<file path="src/rtl/adc_sample_scheduler_if.sv">
// rtl/adc_sample_scheduler_if.sv - ADC reader handshake and framed sample stream bundle
interface adc_sample_scheduler_if;
    logic        o_ADC_Data_Requested;
    logic        i_ADC_Data_Valid;
    logic [11:0] i_ADC_Data;
    logic [11:0] o_Sample_Data;
    logic        o_Sample_Last;
    logic        o_Sample_Valid;
    logic        i_Sample_Ready;

    modport master (
        output o_ADC_Data_Requested,
        input  i_ADC_Data_Valid,
        input  i_ADC_Data,
        output o_Sample_Data,
        output o_Sample_Last,
        output o_Sample_Valid,
        input  i_Sample_Ready
    );

    modport slave (
        input  o_ADC_Data_Requested,
        output i_ADC_Data_Valid,
        output i_ADC_Data,
        input  o_Sample_Data,
        input  o_Sample_Last,
        input  o_Sample_Valid,
        output i_Sample_Ready
    );
endinterface

</file>
<file path="src/rtl/adc_sample_scheduler.sv">
// rtl/adc_sample_scheduler.sv - periodic ADC conversion sequencer with framed FWFT output FIFO
module adc_sample_scheduler #(
    parameter int FRAME_LEN    = 16,
    parameter int FIFO_DEPTH   = 4,
    parameter int TIMEOUT_CLKS = 1024,
    parameter int PERIOD_WIDTH = 16
) (
    input  logic                    i_Clock,
    input  logic                    i_Reset,
    input  logic                    i_Enable,
    input  logic [PERIOD_WIDTH-1:0] i_Period,
    input  logic                    i_Clear_Status,
    adc_sample_scheduler_if.master  io_bus,
    output logic                    o_Busy,
    output logic                    o_Missed_Tick,
    output logic                    o_Overrun,
    output logic                    o_Timeout
);
    localparam int AW = (FIFO_DEPTH > 2) ? $clog2(FIFO_DEPTH) : 1;
    localparam int IW = (FRAME_LEN > 2) ? $clog2(FRAME_LEN) : 1;
    localparam int TW = (TIMEOUT_CLKS > 2) ? $clog2(TIMEOUT_CLKS) : 1;

    typedef enum logic [2:0] {
        S_IDLE,
        S_REQUEST,
        S_WAIT_DATA,
        S_GUARD1,
        S_GUARD2
    } state_t;

    state_t                  r_state;
    state_t                  w_next;
    logic [PERIOD_WIDTH-1:0] r_count;
    logic                    r_enable_d;
    logic [IW-1:0]           r_index;
    logic [TW-1:0]           r_tmo;
    logic [AW:0]             r_wr_ptr;
    logic [AW:0]             r_rd_ptr;
    logic [12:0]             r_mem [FIFO_DEPTH];
    logic                    r_req;
    logic                    r_missed;
    logic                    r_overrun;
    logic                    r_timeout;

    logic        w_tick;
    logic        w_empty;
    logic        w_full;
    logic        w_pop;
    logic        w_push_req;
    logic        w_push;
    logic        w_drop;
    logic        w_tmo_hit;
    logic        w_last;
    logic        w_enable_rise;
    logic [12:0] w_head;

    assign w_tick        = i_Enable && (r_count == '0);
    assign w_enable_rise = i_Enable && !r_enable_d;

    assign w_empty    = (r_wr_ptr == r_rd_ptr);
    assign w_full     = (r_wr_ptr[AW] != r_rd_ptr[AW]) &&
                        (r_wr_ptr[AW-1:0] == r_rd_ptr[AW-1:0]);
    assign w_pop      = !w_empty && io_bus.i_Sample_Ready;
    assign w_push_req = (r_state == S_WAIT_DATA) && io_bus.i_ADC_Data_Valid;
    // A full FIFO still takes the sample when the head leaves in the same cycle.
    assign w_push     = w_push_req && (!w_full || w_pop);
    assign w_drop     = w_push_req && !w_push;
    assign w_tmo_hit  = (r_state == S_WAIT_DATA) && !io_bus.i_ADC_Data_Valid &&
                        (r_tmo == TW'(TIMEOUT_CLKS - 1));
    assign w_last     = (r_index == IW'(FRAME_LEN - 1));
    assign w_head     = r_mem[r_rd_ptr[AW-1:0]];

    always_ff @(posedge i_Clock or posedge i_Reset) begin
        if (i_Reset) begin
            r_count    <= '0;
            r_enable_d <= 1'b0;
        end else begin
            r_enable_d <= i_Enable;
            if (!i_Enable || (r_count == i_Period)) begin
                r_count <= '0;
            end else begin
                r_count <= r_count + 1'b1;
            end
        end
    end

    always_ff @(posedge i_Clock or posedge i_Reset) begin
        if (i_Reset) begin
            r_state <= S_IDLE;
            r_req   <= 1'b0;
        end else begin
            r_state <= w_next;
            r_req   <= (w_next == S_REQUEST);
        end
    end

    always_comb begin
        w_next = r_state;
        case (r_state)
            S_IDLE:      if (w_tick) w_next = S_REQUEST;
            S_REQUEST:   w_next = S_WAIT_DATA;
            S_WAIT_DATA: if (io_bus.i_ADC_Data_Valid || w_tmo_hit) w_next = S_GUARD1;
            // Two idle cycles let the reader finish its cleanup before the next request.
            S_GUARD1:    w_next = S_GUARD2;
            S_GUARD2:    w_next = S_IDLE;
            default:     w_next = S_IDLE;
        endcase
    end

    always_ff @(posedge i_Clock or posedge i_Reset) begin
        if (i_Reset) begin
            r_tmo <= '0;
        end else if (r_state == S_REQUEST) begin
            r_tmo <= '0;
        end else if (r_state == S_WAIT_DATA) begin
            r_tmo <= r_tmo + 1'b1;
        end
    end

    always_ff @(posedge i_Clock or posedge i_Reset) begin
        if (i_Reset) begin
            r_index <= '0;
        end else if (w_enable_rise) begin
            r_index <= '0;
        end else if (w_push) begin
            r_index <= w_last ? '0 : r_index + 1'b1;
        end
    end

    always_ff @(posedge i_Clock or posedge i_Reset) begin
        if (i_Reset) begin
            r_wr_ptr <= '0;
            r_rd_ptr <= '0;
            for (int i = 0; i < FIFO_DEPTH; i++) begin
                r_mem[i] <= '0;
            end
        end else begin
            if (w_push) begin
                r_mem[r_wr_ptr[AW-1:0]] <= {w_last, io_bus.i_ADC_Data};
                r_wr_ptr                <= r_wr_ptr + 1'b1;
            end
            if (w_pop) begin
                r_rd_ptr <= r_rd_ptr + 1'b1;
            end
        end
    end

    // Sticky flags: a set event in the same cycle as a clear wins.
    always_ff @(posedge i_Clock or posedge i_Reset) begin
        if (i_Reset) begin
            r_missed  <= 1'b0;
            r_overrun <= 1'b0;
            r_timeout <= 1'b0;
        end else begin
            r_missed  <= (r_missed  && !i_Clear_Status) || (w_tick && (r_state != S_IDLE));
            r_overrun <= (r_overrun && !i_Clear_Status) || w_drop;
            r_timeout <= (r_timeout && !i_Clear_Status) || w_tmo_hit;
        end
    end

    assign io_bus.o_ADC_Data_Requested = r_req;
    assign io_bus.o_Sample_Data        = w_head[11:0];
    assign io_bus.o_Sample_Last        = w_head[12];
    assign io_bus.o_Sample_Valid       = !w_empty;
    assign o_Busy                      = (r_state != S_IDLE);
    assign o_Missed_Tick               = r_missed;
    assign o_Overrun                   = r_overrun;
    assign o_Timeout                   = r_timeout;
endmodule
</file>
<file path="src/flat_wrapper.sv">
// flat-port wrapper written by rule: the top's interface ports become plain ports
module adc_sample_scheduler_flat 
#(
    parameter int FRAME_LEN    = 16,
    parameter int FIFO_DEPTH   = 4,
    parameter int TIMEOUT_CLKS = 1024,
    parameter int PERIOD_WIDTH = 16
)
  (i_Clock, i_Reset, i_Enable, i_Period, i_Clear_Status, o_Busy, o_Missed_Tick, o_Overrun, o_Timeout, io_bus_o_ADC_Data_Requested, io_bus_i_ADC_Data_Valid, io_bus_i_ADC_Data, io_bus_o_Sample_Data, io_bus_o_Sample_Last, io_bus_o_Sample_Valid, io_bus_i_Sample_Ready);
  adc_sample_scheduler_if io_bus_i ();
  input  logic i_Clock;
  input  logic i_Reset;
  input  logic i_Enable;
  input  logic [PERIOD_WIDTH-1:0] i_Period;
  input  logic i_Clear_Status;
  output logic o_Busy;
  output logic o_Missed_Tick;
  output logic o_Overrun;
  output logic o_Timeout;
  output wire logic [$bits(io_bus_i.o_ADC_Data_Requested)-1:0] io_bus_o_ADC_Data_Requested;
  input wire logic [$bits(io_bus_i.i_ADC_Data_Valid)-1:0] io_bus_i_ADC_Data_Valid;
  input wire logic [$bits(io_bus_i.i_ADC_Data)-1:0] io_bus_i_ADC_Data;
  output wire logic [$bits(io_bus_i.o_Sample_Data)-1:0] io_bus_o_Sample_Data;
  output wire logic [$bits(io_bus_i.o_Sample_Last)-1:0] io_bus_o_Sample_Last;
  output wire logic [$bits(io_bus_i.o_Sample_Valid)-1:0] io_bus_o_Sample_Valid;
  input wire logic [$bits(io_bus_i.i_Sample_Ready)-1:0] io_bus_i_Sample_Ready;
  assign io_bus_o_ADC_Data_Requested = io_bus_i.o_ADC_Data_Requested;
  assign io_bus_i.i_ADC_Data_Valid = io_bus_i_ADC_Data_Valid;
  assign io_bus_i.i_ADC_Data = io_bus_i_ADC_Data;
  assign io_bus_o_Sample_Data = io_bus_i.o_Sample_Data;
  assign io_bus_o_Sample_Last = io_bus_i.o_Sample_Last;
  assign io_bus_o_Sample_Valid = io_bus_i.o_Sample_Valid;
  assign io_bus_i.i_Sample_Ready = io_bus_i_Sample_Ready;
  adc_sample_scheduler #(.FRAME_LEN(FRAME_LEN), .FIFO_DEPTH(FIFO_DEPTH), .TIMEOUT_CLKS(TIMEOUT_CLKS), .PERIOD_WIDTH(PERIOD_WIDTH)) u_core (.i_Clock(i_Clock), .i_Reset(i_Reset), .i_Enable(i_Enable), .i_Period(i_Period), .i_Clear_Status(i_Clear_Status), .io_bus(io_bus_i), .o_Busy(o_Busy), .o_Missed_Tick(o_Missed_Tick), .o_Overrun(o_Overrun), .o_Timeout(o_Timeout));
endmodule
</file>
<file path="config.mk">
export PLATFORM = sky130hd
export DESIGN_NAME = adc_sample_scheduler_flat
export DESIGN_NICKNAME = d
export VERILOG_FILES = /design/src/rtl/adc_sample_scheduler_if.sv /design/src/rtl/adc_sample_scheduler.sv /design/src/flat_wrapper.sv
export SDC_FILE = /design/constraint.sdc
export NUM_CORES = 1
export LEC_CHECK = 0
export CAP_MARGIN = 10
export CORE_ASPECT_RATIO = 1.1
export CORE_MARGIN = 10
export CORE_UTILIZATION = 40
export DETAILED_ROUTE_END_ITERATION = 8
export SETUP_SLACK_MARGIN = 0.15
export SLEW_MARGIN = 25
export SYNTH_ARGS = -nofsm -noshare
export SYNTH_HDL_FRONTEND = slang
export SYNTH_SLANG_ARGS = --single-unit
</file>
<file path="constraint.sdc">
create_clock -name i_Clock -period 3.7 [get_ports i_Clock]
set_input_delay 0.74 -clock i_Clock [delete_from_list [all_inputs] [get_ports i_Clock]]
set_output_delay 0.74 -clock i_Clock [all_outputs]
set_load 0.01 [all_outputs]
</file>
Yosys cells after proc, flatten, opt, wreduce, memory -nomap -nowiden
Cells that the tools add are included.
{"block": "word_totals", "input_bits": 34, "out_inout_bits": 19, "ff_bits": 96, "wordCells": 82}
{"block": "op_classes", "n_bitwise": 2, "n_mux": 15, "n_lt_le_gt_ge": 3, "reduce_logical": 32, "n_eq_ne": 10, "add_sub_neg": 5}
{"cell": "$bwmux 52", "n": 1}
{"cell": "$mux 13", "n": 3}
{"cell": "$bmux 13 s2", "n": 1}
{"cell": "$demux 13 s2", "n": 1}
{"cell": "$mux 10", "n": 2}
{"cell": "$add 16x1->16 const B", "n": 1}
{"cell": "$eq 16x16->1", "n": 1}
{"cell": "$logic_not 16->1", "n": 1}
{"cell": "$mux 16", "n": 1}
{"cell": "$logic_and 1x1->1", "n": 14}
{"cell": "$mux 4", "n": 3}
{"cell": "$pmux 3 s4", "n": 1}
{"cell": "$add 10x1->10 const B", "n": 1}
{"cell": "$eq 10x10->1 const B", "n": 1}
{"cell": "$logic_not 1->1", "n": 7}
{"cell": "$add 3x1->3 const B", "n": 2}
{"cell": "$eq 3x1->1 const B", "n": 2}
{"cell": "$eq 3x2->1 const B", "n": 2}
{"cell": "$ge 3x3->1 const B", "n": 2}
{"cell": "$logic_or 1x1->1", "n": 6}
{"cell": "$mux 3", "n": 2}
{"cell": "$not 2->3", "n": 2}
{"cell": "$add 4x1->4 const B", "n": 1}
{"cell": "$eq 4x4->1 const B", "n": 1}
{"cell": "7 further kinds", "n": 8}

Logic depth before layout (Yosys ltp)
{"block": "depth", "word_depth": 8, "ltp_mapped": 7, "depth_no_buf": 6}

Worst setup path before layout
No wires, ideal clock.
{"block": "synth_timing", "path_kind": "register -> output", "startpoint": "register u_core.r_rd_ptr[0]", "endpoint": "output port io_bus_o_Sample_Data[3]", "n_path_buf": 2, "required_time_ns": 2.960, "arrival_time_ns": 1.321, "path_slack_ns": 1.639, "stages_incl_launch_ff": 4, "cell_sequence": "dfrtp_1 -> buf_4 -> buf_2 -> mux4_2"}
{"block": "synth_via", "elab_chain_len": 4}
{"item": "start: declaration", "line": "adc_sample_scheduler.sv:38", "source": "logic [AW:0] r_rd_ptr;"}
{"item": "start signal: assignment", "line": "adc_sample_scheduler.sv:143", "source": "r_rd_ptr <= r_rd_ptr + 1'b1;"}
{"item": "$not 2->3 (not written as such)", "line": "adc_sample_scheduler.sv:71", "source": "assign w_head = r_mem[r_rd_ptr[AW-1:0]];"}
{"item": "$bmux 13 s2", "line": "adc_sample_scheduler.sv:71"}
{"item": "$mux 13 (not written as such) (2 in series)", "line": "adc_sample_scheduler.sv:71"}
{"item": "end: declaration", "line": "flat_wrapper.sv:23", "source": "output wire logic [$bits(io_bus_i.o_Sample_Data)-1:0] io_bus_o_Sample_Data;"}
No other way between the ends. The select of a mux whose other input is x is not followed.

Worst setup path after layout
{"block": "layout_timing", "startpoint": "register u_core.r_rd_ptr[1]", "endpoint": "output port io_bus_o_Sample_Data[10]"}
Same word-level chain as after synthesis.

==> results.md <==
* Max FO, Critical Path at 16
* Rel. slew slack at a little over two fifths
* FF-to-FF End: u_core.r_mem[39]
* GRT Total Usage at 12.0%
* Max-cap violation count at 0
* Clk sinks at 96
* Reg2reg path depth at 6
* Number of fill cells at 1,021
* Worst-case clock skew at around 0.0064 ns
* Initial Util at between 40% and 50%
* DR pass1 iterations at 4
* Core Region at ~0.011 sq mm
* Netlist cell types at between 40 and 50
* Yosys top cell area share at 51.2%
* Static Leak at ~2.4 nW
* First-pass GRT wire length at ~16,000 um
* Synthesized flop and latch total at 96
* I/O Buffers at 52
* Die X at between 100 and 150 um
* Max Slew Vio Count at 0
* Layout cell share with drive strength beyond 1 at roughly 22%
* Detailed Route WL at 9240 um
* Largest area contributor in the netlist: dfrtp_1
* Async set-reset flop share out of synthesis at 100%
* CP top delay family: flip-flops
* Skew-Pair Late Insertion Delay at around 0.34 ns
* Placed Cells incl. Taps at 560
* # Post-CTS Setup Buffers at 0
* Worst reg2reg startpoint: u_core.r_rd_ptr[1]
* Worst path max stage delay at ~0.84 ns
* Hold Violations, Final at 0
* Gpl congestion at between 0.8 and 0.9
* Slowest cell on the critical path: dfrtp_1
* Hold Path Sink: u_core.r_wr_ptr[2]
* Root Driver: clkbuf_16
* Fmax at about 0.33 GHz
* Pin count of the biggest net entering global routing at 44
* Fin cells at about 580
* PwrDens at between 700 and 800 mW/mm^2
* Wire length per cell at about 16 um
* TritonCTS clock tree: built
* Fin crit share at roughly four fifths
* Synthesized area at ~0.0047 sq mm
* Main area contributors after synthesis: dfrtp_1 51%, mux2_2 10%, xnor2_1 6.9%, mux4_2 6.2%, mux2_4 3.2%
* Min-delay src: u_core.r_wr_ptr[2]
* Fin crit period at 3.00 ns
* Post-synth EDFFs at 0
* P&R area growth vs syn at 20.9%
* Cell count after synthesis at ~370
* Vias at ~2.9k
* HPWL Detailed at about 6500 um
* Yosys warns at 0
* Num CTS Buffers at 9
* Worst vdd ir at 334 uV
* Crit path kind: reg2out
* Critical Path AT at approximately 2.3 ns
* Syn avg cell area at between 10 and 15 sq um
* Initial antenna violation count at 0
* Ys flop type: dfrtp_1
* I/O pin cnt at between 50 and 60
* ANT cells at 0
* Worst Tran Pin Value at 0.858 ns
* Clock transition at path regs at ~0.06 ns
* Die area at between 0.015 and 0.02 sq mm
* Outcome: finished clean
* Final #Nets at 464
* Register area share after synthesis at between 50% and 60%
* Residual DRC at 0
* Total grt overflow at 0
* Cts hold-fix bufs at 0
* Number of cell rows at 41
* Hold Crit Depth at 1
* Most numerous cell in the Yosys netlist: dfrtp_1
* Height of the die at around 130 um
* Final TNS setup at 0 ns
* Number of global-route vias before repair at 3,175
* H-tree lvl count at 3
* Synth top cells by count: 96 x dfrtp_1, 42 x mux2_2, 37 x xnor2_1
* CP Buf/Inv Count at 1
* Routed Antenna Nets at 0
* Crit start category: register
* Crit end category: output port
* Worst Hold Class: reg2reg
* Clock buffer depth at 2
* Number of DRC markers in iteration 0 at ~110
* Unrepaired setup endpoints after global routing: no
* Final setup fails at 0
* CP Data Required Time at about 3.0 ns
* CTS resizes at 0
* Crit path cell chain: mux4_2 -> clkdlybuf4s50_1
* Vias/cell at a little over 5
* R2R Setup Slk at 1.44 ns
* Syn_nets at slightly above 400
## worst max path at each step
| stage | end | cells past startpoint | from | slack [ns] |
|---|---|---|---|---|
| floorplan | u_core.io_bus.o_ADC_Data_Requested | 1 | i_Reset | 0.45 |
| global placement | io_bus_o_Sample_Data[10] | 2 | u_core.r_rd_ptr[1] | 1.02 |
| detailed placement | u_core.r_count[10] | 5 | i_Period[0] | 0.98 |
| CTS | io_bus_o_Sample_Data[10] | 2 | u_core.r_rd_ptr[1] | 0.66 |
| global route | io_bus_o_Sample_Data[10] | 2 | u_core.r_rd_ptr[1] | 0.63 |
| finish | io_bus_o_Sample_Data[10] | 2 | u_core.r_rd_ptr[1] | 0.70 |
## kinds of logic (layout without fill, tap and decap cells)
kind of cell,Yosys count,in the layout,synth area share [%]
compound gates,25,25,3.90
xor+xnor,43,43,8.03
fa+ha+maj,9,9,2.40
buf+inv,32,90,3.44
flops,96,96,51.2
mux,68,68,20.2
simple gates,95,95,10.8
## power by group
part           switching, W  total [W]  internal (W)
logic              0.000558    0.00149      0.000935
registers          0.000269    0.00167       0.00140
clock network      0.000385   0.000947      0.000562
## routing by layer
| metal | track usage (%) | share of wire [%] | vias up |
|---|---|---|---|
| li1 | - | - | 1408 |
| met1 | 15.5 | 48 | 1431 |
| met2 | 18.4 | 45 | 57 |
| met3 | 3.76 | 5.6 | 12 |
| met4 | 3.95 | 1.5 | 0 |
| met5 | 0 | 0 | - |
## layout make-up
cell class	count	area (sq um)	share of cell area, %
sequential	96	2400	42.4
multi-input combinational	240	2120	37.5
timing repair buffer	59	586	10.3
clock buffer	12	256	4.53
tap	150	188	3.31
inverter	15	57.6	1.02
clock inverter	4	52.6	0.927
## stage by stage
step	area (sq um)	hold WS (ns)	util, %	power, W	worst slack, ns
after detailed placement	5360	0.489	46.6	0.00321	0.980
after CTS	5670	0.500	49.3	0.00417	0.663
after global placement	5360	0.472	46.6	0.00317	1.02
after global routing	5670	0.517	49.3	0.00438	0.633
final	5670	0.499	49.3	0.00410	0.697
after floorplan	4690	0.454	-	0.00266	0.455
## cell usage in the layout, fill, tap and decap left out, types with 3 or more instances in the layout
cell and count:
nor3_1 6, clkbuf_16 9, nor3b_1 3, nand3_1 8
nor2_1 31, nor4b_1 3, o21ai_0 8, inv_1 14
buf_4 6, nand4_1 12, xor2_1 6, xnor2_1 37
a31o_2 3, ha_1 9, mux2_2 42, and2_1 3
mux2_4 10, nor4_1 5, clkdlybuf4s50_1 52, dfrtp_1 96
mux4_2 13, a21oi_1 7, nand2_1 12
## state kept, by name, summed over array words and instances, names as in the netlist
name and count:
u_core.r_wr_ptr 3, u_core.o_Missed_Tick 1, u_core.r_state 3, u_core.r_mem 52
u_core.o_Overrun 1, u_core.r_enable_d 1, u_core.o_Timeout 1, u_core.r_tmo 10
u_core.r_index 4, u_core.r_rd_ptr 3, u_core.io_bus.o_ADC_Data_Requested 1, u_core.r_count 16
No activity file was read; power rests on OpenSTA's default activity.
==> RTL edit (config.mk and constraints unchanged) <==
`TIMEOUT_CLKS` is set to 1024 in 2 places; all go to 2048.
--- a/src/rtl/adc_sample_scheduler.sv
+++ b/src/rtl/adc_sample_scheduler.sv
@@ -2,7 +2,7 @@
 module adc_sample_scheduler #(
     parameter int FRAME_LEN    = 16,
     parameter int FIFO_DEPTH   = 4,
-    parameter int TIMEOUT_CLKS = 1024,
+    parameter int TIMEOUT_CLKS = 2048,
     parameter int PERIOD_WIDTH = 16
 ) (
     input  logic                    i_Clock,
--- a/src/flat_wrapper.sv
+++ b/src/flat_wrapper.sv
@@ -3,7 +3,7 @@
 #(
     parameter int FRAME_LEN    = 16,
     parameter int FIFO_DEPTH   = 4,
-    parameter int TIMEOUT_CLKS = 1024,
+    parameter int TIMEOUT_CLKS = 2048,
     parameter int PERIOD_WIDTH = 16
 )
   (i_Clock, i_Reset, i_Enable, i_Period, i_Clear_Status, o_Busy, o_Missed_Tick, o_Overrun, o_Timeout, io_bus_o_ADC_Data_Requested, io_bus_i_ADC_Data_Valid, io_bus_i_ADC_Data, io_bus_o_Sample_Data, io_bus_o_Sample_Last, io_bus_o_Sample_Valid, io_bus_i_Sample_Ready);
Formal check against the unedited RTL: no difference found for any inputs over 10 cycles, from zero or initial values and one cycle with i_Reset high; that may be too few to reach the edited logic, so the function may still have changed.
==> RTL edit against the original RTL <==
  * Final area is essentially flat
  * Sequential cell count grew 1
  * Power is essentially flat
  * Routed wire length grew 4.1%
  * Area after synthesis grew 1.1%
  * Global-route usage grew 0.36 points
  * Count of clock-buffer cells in the layout grew 1
  * Via count grew 5.0%
  * Worst setup slack lost 0.061 ns
  * Non-clock buffer count shrank 3
==> RTL edit: results (changes against the original RTL) <==
- Post-Syn Nets: 422 (+2.7%)
- Status: finished, final reports clean
- Arr. time, crit path: 2.32 ns (+0.06 ns)
- Routability cong.: 0.792 (-1.9%)
- Met3 Routed Length: 700 um (+35%)
- FILL cells: 1039 (+1.8%)
- Met1 Wirelength: 4190 um (-4.8%)
- First-pass GRT wire length: 16100 um (+1.5%)
- Top Layer Used: met4
- Commonest cells post-synth: dfrtp_1, mux2_2, xnor2_1
- Combinational share of power: 36.1% (-0.3 points)
- Total GRT Usage: 12.3% (+0.36 points)
- Final Net Count: 471 (+1.5%)
- Global Route met3 Usage: 5.54% (+1.8 points)
- Ys async rst share: 100% (unchanged)
- Fmax achieved: 0.326 GHz (-2.0%)
- Vias in the first global route: 3273 (+3.1%)
- Average vias per placed instance: 5.24 (+3.9%)
- Met2 Use GR: 19.9% (+1.6 points)
- PostCTS Resize Cnt: 0 (unchanged)
- Post-Place Setup Slack: 0.817 ns (-0.164 ns)
- Rel. slew slack: 36.8% (-5.8 points)
- Layout cells sized above 1: 20.8% (-1.5 points)
- Hold Path End: u_core.r_rd_ptr[2]
- Seq pwr: 1.69 mW
- Worst Setup EP: io_bus_o_Sample_Data[11]
- Switching power: 1.25 mW (+2.8%)
- P_leak: 2.37 nW (-1.8%)
- Synth area leaders: dfrtp_1, mux2_2, mux4_2
- Largest net degree at the start of global routing: 45 (+2.3%)
- Met2 wire length: 4600 um (+9.8%)
- P_comb: 1.48 mW
- Reg2Reg Setup Slack: 1.15 ns (-0.29 ns)
- Largest regs: u_core.r_mem x52, u_core.r_count x16, u_core.r_tmo x11
- Wirelength per Cell: 16.5 um (+3.0%)
- Worst min path class: reg -> reg
- Sequential-to-total area share from yosys stat: 51.2% (about the same)
- CTS clk-pin slew, worst paths: 0.07 ns
- Worst hold start: u_core.r_rd_ptr[2]
- Iter 0 DRT Violations: 198 (+75%)
- CTS buffer count: 9 (unchanged)
- Later-pin clock latency in the skew report: 0.34 ns (about the same)
- Yosys Warn Count: 0 (unchanged)
- Met1 Use GR: 14.2% (-1.3 points)
- Post-synthesis mux area share: 19.2% (-1.0 points)
- Complex-gate fraction of the synthesized area: 4.41% (+0.51 points)
- Area after DPL: 5380 um2 (+0.35%)
- HPWL Detailed: 6670 um (+2.3%)
- Clk_skew: 0.00594 ns (-0.000451 ns)
- Post-synthesis adder-cell area fraction: 2.38% (-0.025 points)
- Clk buf depth: 2 (unchanged)
- Synth Area in XOR/XNOR: 7.76% (-0.27 points)
- Post-CTS setup buffer count: 0 (unchanged)
- Netlist cell types: 43 (+4.9%)
- Worst VDD drop: 0.355 mV (+6.3%)
- Antenna cells: 0 (unchanged)
- Reg2reg end: u_core.r_mem[49]
- Reg2Reg Depth: 5 (-1)
- Drt first pass iters: 4 (unchanged)
==> RTL edit: layout make-up <==
| class | instances | area, um2 | area share, % |
|---|---|---|---|
| tap | 150 | 188 | 3.31 |
| clock buffer | 13 | 250 | 4.42 |
| timing repair buffer | 56 | 563 | 9.94 |
| inverter | 15 | 57.6 | 1.02 |
| clock inverter | 2 | 38.8 | 0.685 |
| multi-input combinational | 249 | 2140 | 37.8 |
| sequential | 97 | 2430 | 42.8 |
==> RTL edit: stage by stage <==
| stage | hold slack, ns | utilization, % | cells |
|---|---|---|---|
| after global routing | 0.523 | 49.1 | 582 |
| after floorplan | 0.454 | - | 379 |
| after CTS | 0.498 | 49.1 | 582 |
| final | 0.492 | 49.1 | 582 |
| after global placement | 0.480 | 46.6 | 567 |
| after detailed placement | 0.484 | 46.6 | 567 |
==> RTL edit: worst max-delay path, stage by stage (launching register included) <==
cell             delay [ns]
dfrtp_1                0.88
mux4_2                 0.59
clkdlybuf4s50_1        0.50
